$ cat src/rtl/rs232_pkg.sv
// Shared RS232 framing constants and baud-timing helpers for the receive and send paths.
package rs232_pkg;

  localparam int DATA_BITS  = 8;
  localparam int FRAME_BITS = 10;

  typedef enum logic [2:0] {
    ST_IDLE,
    ST_START,
    ST_DATA,
    ST_STOP,
    ST_WAIT_HIGH
  } rx_state_e;

  function automatic real unit_cycles(input real clock_freq, input real baud_rate);
    return clock_freq / baud_rate;
  endfunction

  // Centre of bit k in clock cycles after the start edge, rounded to nearest.
  function automatic int sample_pt(input real unit, input int k);
    return $rtoi(unit * (real'(k) + 0.5) + 0.5);
  endfunction

endpackage

$ cat src/rtl/rs232_fifo.sv
// Show-ahead synchronous byte FIFO with wrapping pointers and a fill count.
module rs232_fifo #(
  parameter int DEPTH = 16,
  parameter int W     = 8
) (
  input  logic                   clock,
  input  logic                   reset,
  input  logic                   push,
  input  logic [W-1:0]           din,
  input  logic                   pop,
  output logic [W-1:0]           dout,
  output logic                   empty,
  output logic                   full,
  output logic [$clog2(DEPTH):0] count
);
  localparam int AW = $clog2(DEPTH);
  typedef logic [AW:0] cnt_t;

  logic [W-1:0] mem [DEPTH];
  cnt_t         wr_ptr, rd_ptr;
  logic         wr_en, rd_en;

  assign count = wr_ptr - rd_ptr;
  assign empty = (count == '0);
  assign full  = (count == cnt_t'(DEPTH));
  assign rd_en = pop && !empty;
  // A pop frees the head slot this cycle, so a full FIFO still accepts the push.
  assign wr_en = push && (!full || rd_en);
  assign dout  = mem[rd_ptr[AW-1:0]];

  always_ff @(posedge clock or posedge reset) begin
    if (reset) begin
      wr_ptr <= '0;
      rd_ptr <= '0;
    end else begin
      if (wr_en) wr_ptr <= wr_ptr + 1'b1;
      if (rd_en) rd_ptr <= rd_ptr + 1'b1;
    end
  end

  always_ff @(posedge clock) begin
    if (wr_en) mem[wr_ptr[AW-1:0]] <= din;
  end

endmodule

$ cat src/rtl/rs232_recv_fifo.sv
// 8N1 receiver with 3-sample majority voting, byte FIFO, line-error flags and CTS hysteresis.
module rs232_recv_fifo
  import rs232_pkg::*;
#(
  parameter real CLOCK_FREQ = 133000000.0,
  parameter real BAUD_RATE  = 115200.0,
  parameter int  DEPTH      = 16,
  parameter int  STOP_LEVEL = 12,
  parameter int  GO_LEVEL   = 8
) (
  input  logic       clock,
  input  logic       reset,
  input  logic       txd_pin,
  output logic       ctsn_pin,
  output logic [7:0] data,
  output logic       valid,
  input  logic       ready,
  output logic       frame_err,
  output logic       overrun,
  output logic       break_det
);
  localparam real UNIT    = unit_cycles(CLOCK_FREQ, BAUD_RATE);
  localparam int  LAST_PT = sample_pt(UNIT, FRAME_BITS - 1) + 1;
  localparam int  TW      = $clog2(LAST_PT + 1);
  localparam int  CW      = $clog2(DEPTH) + 1;

  if (UNIT < 8.0 || DEPTH < 8 || (DEPTH & (DEPTH - 1)) != 0 ||
      GO_LEVEL >= STOP_LEVEL || STOP_LEVEL > DEPTH - 2) begin : g_bad_cfg
    $error("rs232_recv_fifo: illegal parameter combination");
  end

  // Decision times: one cycle after each bit centre, once all three votes are in.
  logic [FRAME_BITS-1:0][TW-1:0] samp_at;
  for (genvar k = 0; k < FRAME_BITS; k++) begin : g_pt
    assign samp_at[k] = TW'(sample_pt(UNIT, k) + 1);
  end

  logic [1:0]    sync;
  logic          txd, txd_q, txd_qq;
  rx_state_e     state;
  logic [TW-1:0] timer;
  logic [3:0]    bit_idx;
  logic [7:0]    shreg;
  logic          at_pt, maj, stop_dec, push, pop, full, empty;
  logic [CW-1:0] fifo_count, count_nxt;

  assign txd      = sync[1];
  assign maj      = (txd & txd_q) | (txd & txd_qq) | (txd_q & txd_qq);
  assign at_pt    = (timer == samp_at[bit_idx]);
  assign stop_dec = (state == ST_STOP) && at_pt;
  assign valid    = !empty;
  assign pop      = valid && ready;
  assign push     = stop_dec && maj && (!full || pop);
  assign overrun  = stop_dec && maj && full && !pop;
  assign frame_err = stop_dec && !maj;
  assign count_nxt = fifo_count + CW'(push) - CW'(pop);

  always_ff @(posedge clock or posedge reset) begin
    if (reset) begin
      sync      <= 2'b11;
      txd_q     <= 1'b1;
      txd_qq    <= 1'b1;
      state     <= ST_IDLE;
      timer     <= '0;
      bit_idx   <= '0;
      shreg     <= '0;
      break_det <= 1'b0;
    end else begin
      sync   <= {sync[0], txd_pin};
      txd_q  <= txd;
      txd_qq <= txd_q;
      if (state inside {ST_START, ST_DATA, ST_STOP}) timer <= timer + 1'b1;
      case (state)
        ST_IDLE: begin
          timer   <= '0;
          bit_idx <= '0;
          if (txd_q && !txd) begin
            state <= ST_START;
            timer <= TW'(1);
          end
        end
        ST_START: if (at_pt) begin
          if (maj) state <= ST_IDLE;
          else begin
            state   <= ST_DATA;
            bit_idx <= 4'd1;
          end
        end
        ST_DATA: if (at_pt) begin
          shreg   <= {maj, shreg[7:1]};
          bit_idx <= bit_idx + 1'b1;
          if (bit_idx == 4'(DATA_BITS)) state <= ST_STOP;
        end
        // A good stop returns to IDLE mid stop bit so the next start edge is caught early.
        ST_STOP: if (at_pt) begin
          if (maj) state <= ST_IDLE;
          else begin
            state <= ST_WAIT_HIGH;
            if (shreg == 8'h00) break_det <= 1'b1;
          end
        end
        ST_WAIT_HIGH: if (txd) begin
          state     <= ST_IDLE;
          break_det <= 1'b0;
        end
        default: state <= ST_IDLE;
      endcase
    end
  end

  always_ff @(posedge clock or posedge reset) begin
    if (reset)                               ctsn_pin <= 1'b1;
    else if (count_nxt >= CW'(STOP_LEVEL))   ctsn_pin <= 1'b1;
    else if (count_nxt <= CW'(GO_LEVEL))     ctsn_pin <= 1'b0;
  end

  rs232_fifo #(.DEPTH(DEPTH), .W(8)) u_fifo (
    .clock (clock),
    .reset (reset),
    .push  (push),
    .din   (shreg),
    .pop   (pop),
    .dout  (data),
    .empty (empty),
    .full  (full),
    .count (fifo_count)
  );

endmodule

$ cat config.mk
export PLATFORM = sky130hd
export DESIGN_NAME = rs232_recv_fifo
export DESIGN_NICKNAME = d
export VERILOG_FILES = /design/src/rtl/rs232_pkg.sv /design/src/rtl/rs232_fifo.sv /design/src/rtl/rs232_recv_fifo.sv
export SDC_FILE = /design/constraint.sdc
export NUM_CORES = 1
export LEC_CHECK = 0
export ABC_CLOCK_PERIOD_IN_PS = 6400
export CELL_PAD_IN_SITES_DETAIL_PLACEMENT = 0
export CELL_PAD_IN_SITES_GLOBAL_PLACEMENT = 1
export CORE_ASPECT_RATIO = 1.4
export CORE_MARGIN = 3
export CORE_UTILIZATION = 25
export CTS_CLUSTER_SIZE = 20
export DETAILED_ROUTE_END_ITERATION = 10
export MAX_ROUTING_LAYER = met4
export PLACE_DENSITY_LB_ADDON = 0.1
export SLEW_MARGIN = 20
export SYNTH_ARGS = -nofsm -noshare
export SYNTH_HDL_FRONTEND = slang
export SYNTH_SLANG_ARGS = --single-unit
$ cat constraint.sdc
create_clock -name clock -period 6.4 [get_ports clock]
set_input_delay 0.64 -clock clock [delete_from_list [all_inputs] [get_ports clock]]
set_output_delay 0.64 -clock clock [all_outputs]
set_load 0.02 [all_outputs]
==> results_tabular.tex <==
\begin{tabular}{lr}
\hline
Metric & Value \\
\hline
\multicolumn{2}{l}{\textbf{Drt}} \\
\quad Post-detailed-route wirelength per cell & 20.35 µm \\
\quad Antenna-violating nets left & 0 \\
\quad Overall via count from detail\_route & 4137 \\
\quad Sum of routed wire length over all layers & 18600 µm \\
\quad DRC marker count from the first detailed-route iteration & 177 \\
\quad Initial DRT Pass Iterations & 4 \\
\quad Drt via density & 4.526 \\
\quad DRC viols & 0 \\
\multicolumn{2}{l}{\textbf{Global routing}} \\
\quad GR Overflow Total & 0 \\
\quad Global-route wire length before repair & 28420 µm \\
\quad Via count of the first global-routing pass & 4397 \\
\quad Overall routing resource usage & 0.1200 \\
\quad Maximum number of pins on one net before global-route repair & 46 \\
\quad Antenna violations before repair & 0 \\
\multicolumn{2}{l}{\textbf{Setup path}} \\
\quad Worst Setup End Kind & output pin \\
\quad Kind of start point of the critical path & flip-flop \\
\quad Data required time at the worst endpoint & 5760 ps \\
\quad R2R setup slack & 2360 ps \\
\quad R2r endpoint & ctsn\_pin\$\_DFFE\_PP1P\_ \\
\quad Endpoint arrival time on the critical path & 3700 ps \\
\quad Critical R2R Launch & u\_fifo.rd\_ptr[2]\$\_DFFE\_PP0P\_ \\
\quad Worst reg2reg path depth & 19 \\
\quad CP max FO & 12 \\
\quad Startpoint-to-endpoint class of the critical path & flip-flop to output pin \\
\multicolumn{2}{l}{\textbf{Yosys}} \\
\quad Most common flop cell mapped by yosys & sky130\_fd\_sc\_hd\_\_edfxtp\_1 \\
\quad Post-synthesis instance area & 7802 µm² \\
\quad Register area share after synthesis & 0.6377 \\
\quad Count of mapped cells out of synthesis & 497 \\
\quad Flop and latch count out of synthesis & 173 \\
\quad Mean instance size in the synthesized netlist & 15.70 µm² \\
\quad Share of async-settable or async-resettable flops after synthesis & 0.2601 \\
\quad Post-synth net total & 527 \\
\quad Number of enable flip-flop cells after synthesis & 128 \\
\quad Count of warnings emitted by yosys & 0 \\
\quad Synth cell types & 59 \\
\multicolumn{2}{l}{\textbf{Floorplanning}} \\
\quad Core Footprint & 30400 µm² \\
\quad Die span in x & 155.3 µm \\
\quad Chip Height & 215.0 µm \\
\quad Starting density of the core & 0.2566 \\
\quad Row Count & 75 \\
\quad Count of pins on the block boundary & 17 \\
\quad Overall die area & 33400 µm² \\
\multicolumn{2}{l}{\textbf{Clock network}} \\
\quad Clock insertion delay at the later pin of the skew report & 430 ps \\
\quad Number of buffers inserted by post-CTS setup repair & 0 \\
\quad TritonCTS buffer count & 17 \\
\quad TritonCTS clock tree & done \\
\quad Sink Count & 173 \\
\quad Number of H-tree branching levels & 4 \\
\quad Resized Gates After CTS & 0 \\
\quad Root buffer cell & sky130\_fd\_sc\_hd\_\_clkbuf\_16 \\
\quad Clock input transition at the sequential cells of the worst setup and hold paths & 70 ps \\
\quad Number of hold buffers added after CTS & 0 \\
\quad Bufs on Longest Clock Path & 2 \\
\multicolumn{2}{l}{\textbf{STA}} \\
\quad Setup repair after global routing missed its margin & false \\
\quad Max Clock Skew & 10.17 ps \\
\quad Maximum operating frequency & 0.2303 GHz \\
\quad Minimum period implied by the final worst setup slack & 4343 ps \\
\quad Final setup violation count & 0 \\
\quad Setup total negative slack & 0 ps \\
\quad Final worst-path cycle share & 0.6786 \\
\quad Transition time at the pin with the least slew margin & 1032 ps \\
\quad Final hold violation count & 0 \\
\quad Rel. slew slack & 0.3095 \\
\quad Final max-slew violation count & 0 \\
\multicolumn{2}{l}{\textbf{Power and ir drop}} \\
\quad Peak supply drop & 0.0001669 V \\
\quad Switching Fraction & 0.2859 \\
\quad Power density over the cells & 320.7 nW/µm² \\
\quad Switching pwr & 0.0008187 W \\
\quad Total internal power & 0.002045 W \\
\quad Clock group share of total power & 0.336 \\
\quad Part of the total power dissipated in sequential elements & 0.457 \\
\quad Gate power share & 0.207 \\
\quad Leak pwr & 3.460 nW \\
\multicolumn{2}{l}{\textbf{Cells and area}} \\
\quad Final antenna diode count & 0 \\
\quad Count of fill cells added during filler insertion & 3081 \\
\quad Core occupancy in the finished layout & 0.2937 \\
\quad Share of post-route cells with drive strength above 1 & 0.1871 \\
\quad Final-stage net count & 546 \\
\quad Area growth, synth to finish & 14.43\% \\
\quad Area of combinational cells with multiple inputs & 2649 µm² \\
\quad Register cell area after layout & 4977 µm² \\
\multicolumn{2}{l}{\textbf{Worst hold path}} \\
\quad Worst Hold Path EP & sync[1]\$\_DFF\_PP1\_ \\
\quad Number of stages on the worst hold path & 0 \\
\quad Startpoint of the tightest hold check path & sync[0]\$\_DFF\_PP1\_ \\
\quad Path class of the lowest-slack min-delay path & flip-flop to flip-flop \\
\multicolumn{2}{l}{\textbf{Placement}} \\
\quad GP Congestion & 0.7474 \\
\quad Sum of net half-perimeters after detailed placement & 12620 µm \\
\quad Number of buffers added on ports & 16 \\
\multicolumn{2}{l}{\textbf{Run}} \\
\quad Number of maximum-capacitance constraint violations & 0 \\
\multicolumn{2}{l}{\textbf{Status}} \\
\quad Result of the run & complete, no violations \\
\hline
\end{tabular}
[critical path: stages, from the launching register on]
cell and delay (ps):
sky130_fd_sc_hd__dfrtp_1 590, sky130_fd_sc_hd__inv_1 220, sky130_fd_sc_hd__ha_1 390, sky130_fd_sc_hd__nor2b_1 150
sky130_fd_sc_hd__or3_1 370, sky130_fd_sc_hd__a221oi_2 230, sky130_fd_sc_hd__o211a_1 170, sky130_fd_sc_hd__nand2_1 150
sky130_fd_sc_hd__nor4bb_1 330, sky130_fd_sc_hd__clkdlybuf4s50_1 660
[stage by stage]
step / std cells / instance area (µm²) / hold WS [ps] / setup WS [ps] / power [W]
after floorplan: 497 / 7802 / 345.2 / 2300 / 0.001792
after global placement: 882 / 8389 / 345.3 / 2266 / 0.001947
after detailed placement: 882 / 8392 / 350.9 / 2288 / 0.001947
after CTS: 914 / 8927 / 361.2 / 1955 / 0.002932
after global routing: 914 / 8929 / 367.4 / 1685 / 0.003029
final: 914 / 8929 / 357.6 / 2057 / 0.002863
[cell type report]
type                    instances  share of cell area
multi-input cells             282              0.2967
flip-flops and latches        173              0.5575
repair buffers                 23             0.02382
inverters                      19            0.008128
clock buffers                  21             0.04933
well taps                     385             0.05395
clock inverters                11             0.01065
[synth_stat cells, types with 2 or more instances]
cell | n | area share
sky130_fd_sc_hd__a2111oi_0 | 2 | 0.0022
sky130_fd_sc_hd__a211oi_1 | 2 | 0.0019
sky130_fd_sc_hd__a21o_1 | 2 | 0.0019
sky130_fd_sc_hd__a21oi_1 | 10 | 0.0064
sky130_fd_sc_hd__a22o_1 | 3 | 0.0034
sky130_fd_sc_hd__a31oi_1 | 2 | 0.0016
sky130_fd_sc_hd__and2_1 | 3 | 0.0024
sky130_fd_sc_hd__and3_1 | 6 | 0.0048
sky130_fd_sc_hd__and4_1 | 2 | 0.0022
sky130_fd_sc_hd__buf_1 | 3 | 0.0014
sky130_fd_sc_hd__buf_2 | 5 | 0.0032
sky130_fd_sc_hd__buf_6 | 2 | 0.0029
sky130_fd_sc_hd__clkbuf_1 | 12 | 0.0058
sky130_fd_sc_hd__dfrtp_1 | 40 | 0.13
sky130_fd_sc_hd__dfstp_2 | 5 | 0.017
sky130_fd_sc_hd__edfxtp_1 | 128 | 0.49
sky130_fd_sc_hd__fa_1 | 2 | 0.0051
sky130_fd_sc_hd__ha_1 | 24 | 0.038
sky130_fd_sc_hd__inv_1 | 16 | 0.0077
sky130_fd_sc_hd__inv_2 | 2 | 0.00096
sky130_fd_sc_hd__mux2_2 | 9 | 0.013
sky130_fd_sc_hd__mux2i_1 | 4 | 0.0051
sky130_fd_sc_hd__mux4_2 | 40 | 0.12
sky130_fd_sc_hd__nand2_1 | 22 | 0.011
sky130_fd_sc_hd__nand2b_1 | 5 | 0.0040
sky130_fd_sc_hd__nand3_1 | 11 | 0.0071
sky130_fd_sc_hd__nand4_1 | 6 | 0.0048
sky130_fd_sc_hd__nor2_1 | 29 | 0.014
sky130_fd_sc_hd__nor2b_1 | 10 | 0.0080
sky130_fd_sc_hd__nor3_1 | 10 | 0.0064
sky130_fd_sc_hd__nor4_1 | 2 | 0.0016
sky130_fd_sc_hd__o2111a_1 | 2 | 0.0029
sky130_fd_sc_hd__o21ai_0 | 17 | 0.011
sky130_fd_sc_hd__or2_2 | 2 | 0.0016
sky130_fd_sc_hd__or3_1 | 3 | 0.0024
sky130_fd_sc_hd__xnor2_1 | 16 | 0.018
sky130_fd_sc_hd__xor2_1 | 16 | 0.018
[sequential cells by signal (all words and copies together), names as in the netlist]
register       count
bit_idx            4
break_det          1
sync               2
txd_qq             1
u_fifo.rd_ptr      5
state              3
txd_q              1
timer             14
shreg              8
u_fifo.wr_ptr      5
ctsn_pin           1
u_fifo.mem       128
[cells by family (layout without fill, tap and decap cells)]
group	after synthesis	count (layout)	share of synthesized area
XOR/XNOR	33	33	0.03800
AO/OA/AOI/OAI	49	49	0.04153
buffers and inverters	42	74	0.02309
multiplexers	53	53	0.1336
adder cells (fa/ha/maj)	27	27	0.04490
AND/OR/NAND/NOR	120	120	0.08114
flip-flops	173	173	0.6377
[metal layers]
metal | vias to the layer above | share of wire | wire length, µm | global-route usage
li1 | 1928 | - | - | -
met1 | 2153 | 0.42 | 7724 | 0.1345
met2 | 41 | 0.55 | 10260 | 0.2129
met3 | 15 | 0.020 | 368 | 0.02294
met4 | 0 | 0.013 | 244 | 0.04117
met5 | - | 0 | 0 | -
[cell usage in the layout, fill, tap and decap left out, types with 6 or more instances in the layout]
master,instances
sky130_fd_sc_hd__mux2_2,9
sky130_fd_sc_hd__clkbuf_16,17
sky130_fd_sc_hd__dfrtp_1,39
sky130_fd_sc_hd__nor3_1,10
sky130_fd_sc_hd__and3_1,6
sky130_fd_sc_hd__nand3_1,11
sky130_fd_sc_hd__nor2_1,28
sky130_fd_sc_hd__ha_1,24
sky130_fd_sc_hd__xor2_1,16
sky130_fd_sc_hd__nand4_1,6
sky130_fd_sc_hd__clkdlybuf4s50_1,16
sky130_fd_sc_hd__a21oi_1,10
sky130_fd_sc_hd__buf_4,7
sky130_fd_sc_hd__nand2_1,22
sky130_fd_sc_hd__mux4_2,40
sky130_fd_sc_hd__edfxtp_1,128
sky130_fd_sc_hd__nor2b_1,10
sky130_fd_sc_hd__o21ai_0,17
sky130_fd_sc_hd__xnor2_1,16
sky130_fd_sc_hd__inv_1,15
[power by group through the flow]
| stage | combinational (W) | sequential [W] | clock (W) |
|---|---|---|---|
| after global placement | 0.000613 | 0.00133 | 0 |
| after detailed placement | 0.000612 | 0.00133 | 0 |
| final | 0.000593 | 0.00131 | 0.000961 |
| after floorplan | 0.000495 | 0.00130 | 0 |
| after global routing | 0.000667 | 0.00132 | 0.00105 |
| after CTS | 0.000617 | 0.00131 | 0.00100 |
[worst max-delay path by stage]
| stage | from | depth (start not counted) | slack, ps | end |
|---|---|---|---|---|
| global route | bit_idx[0]$_DFFE_PP0P_ | 9 | 1680 | frame_err |
| finish | bit_idx[0]$_DFFE_PP0P_ | 9 | 2060 | frame_err |
| floorplan | u_fifo.rd_ptr[1]$_DFFE_PP0P_ | 23 | 2300 | ctsn_pin$_DFFE_PP1P_ |
| global placement | u_fifo.rd_ptr[2]$_DFFE_PP0P_ | 11 | 2270 | u_fifo.mem[8][0]$_DFFE_PP_ |
| CTS | bit_idx[0]$_DFFE_PP0P_ | 9 | 1950 | frame_err |
| detailed placement | bit_idx[0]$_DFFE_PP0P_ | 17 | 2290 | ctsn_pin$_DFFE_PP1P_ |
(Power assumes the default switching activity.)
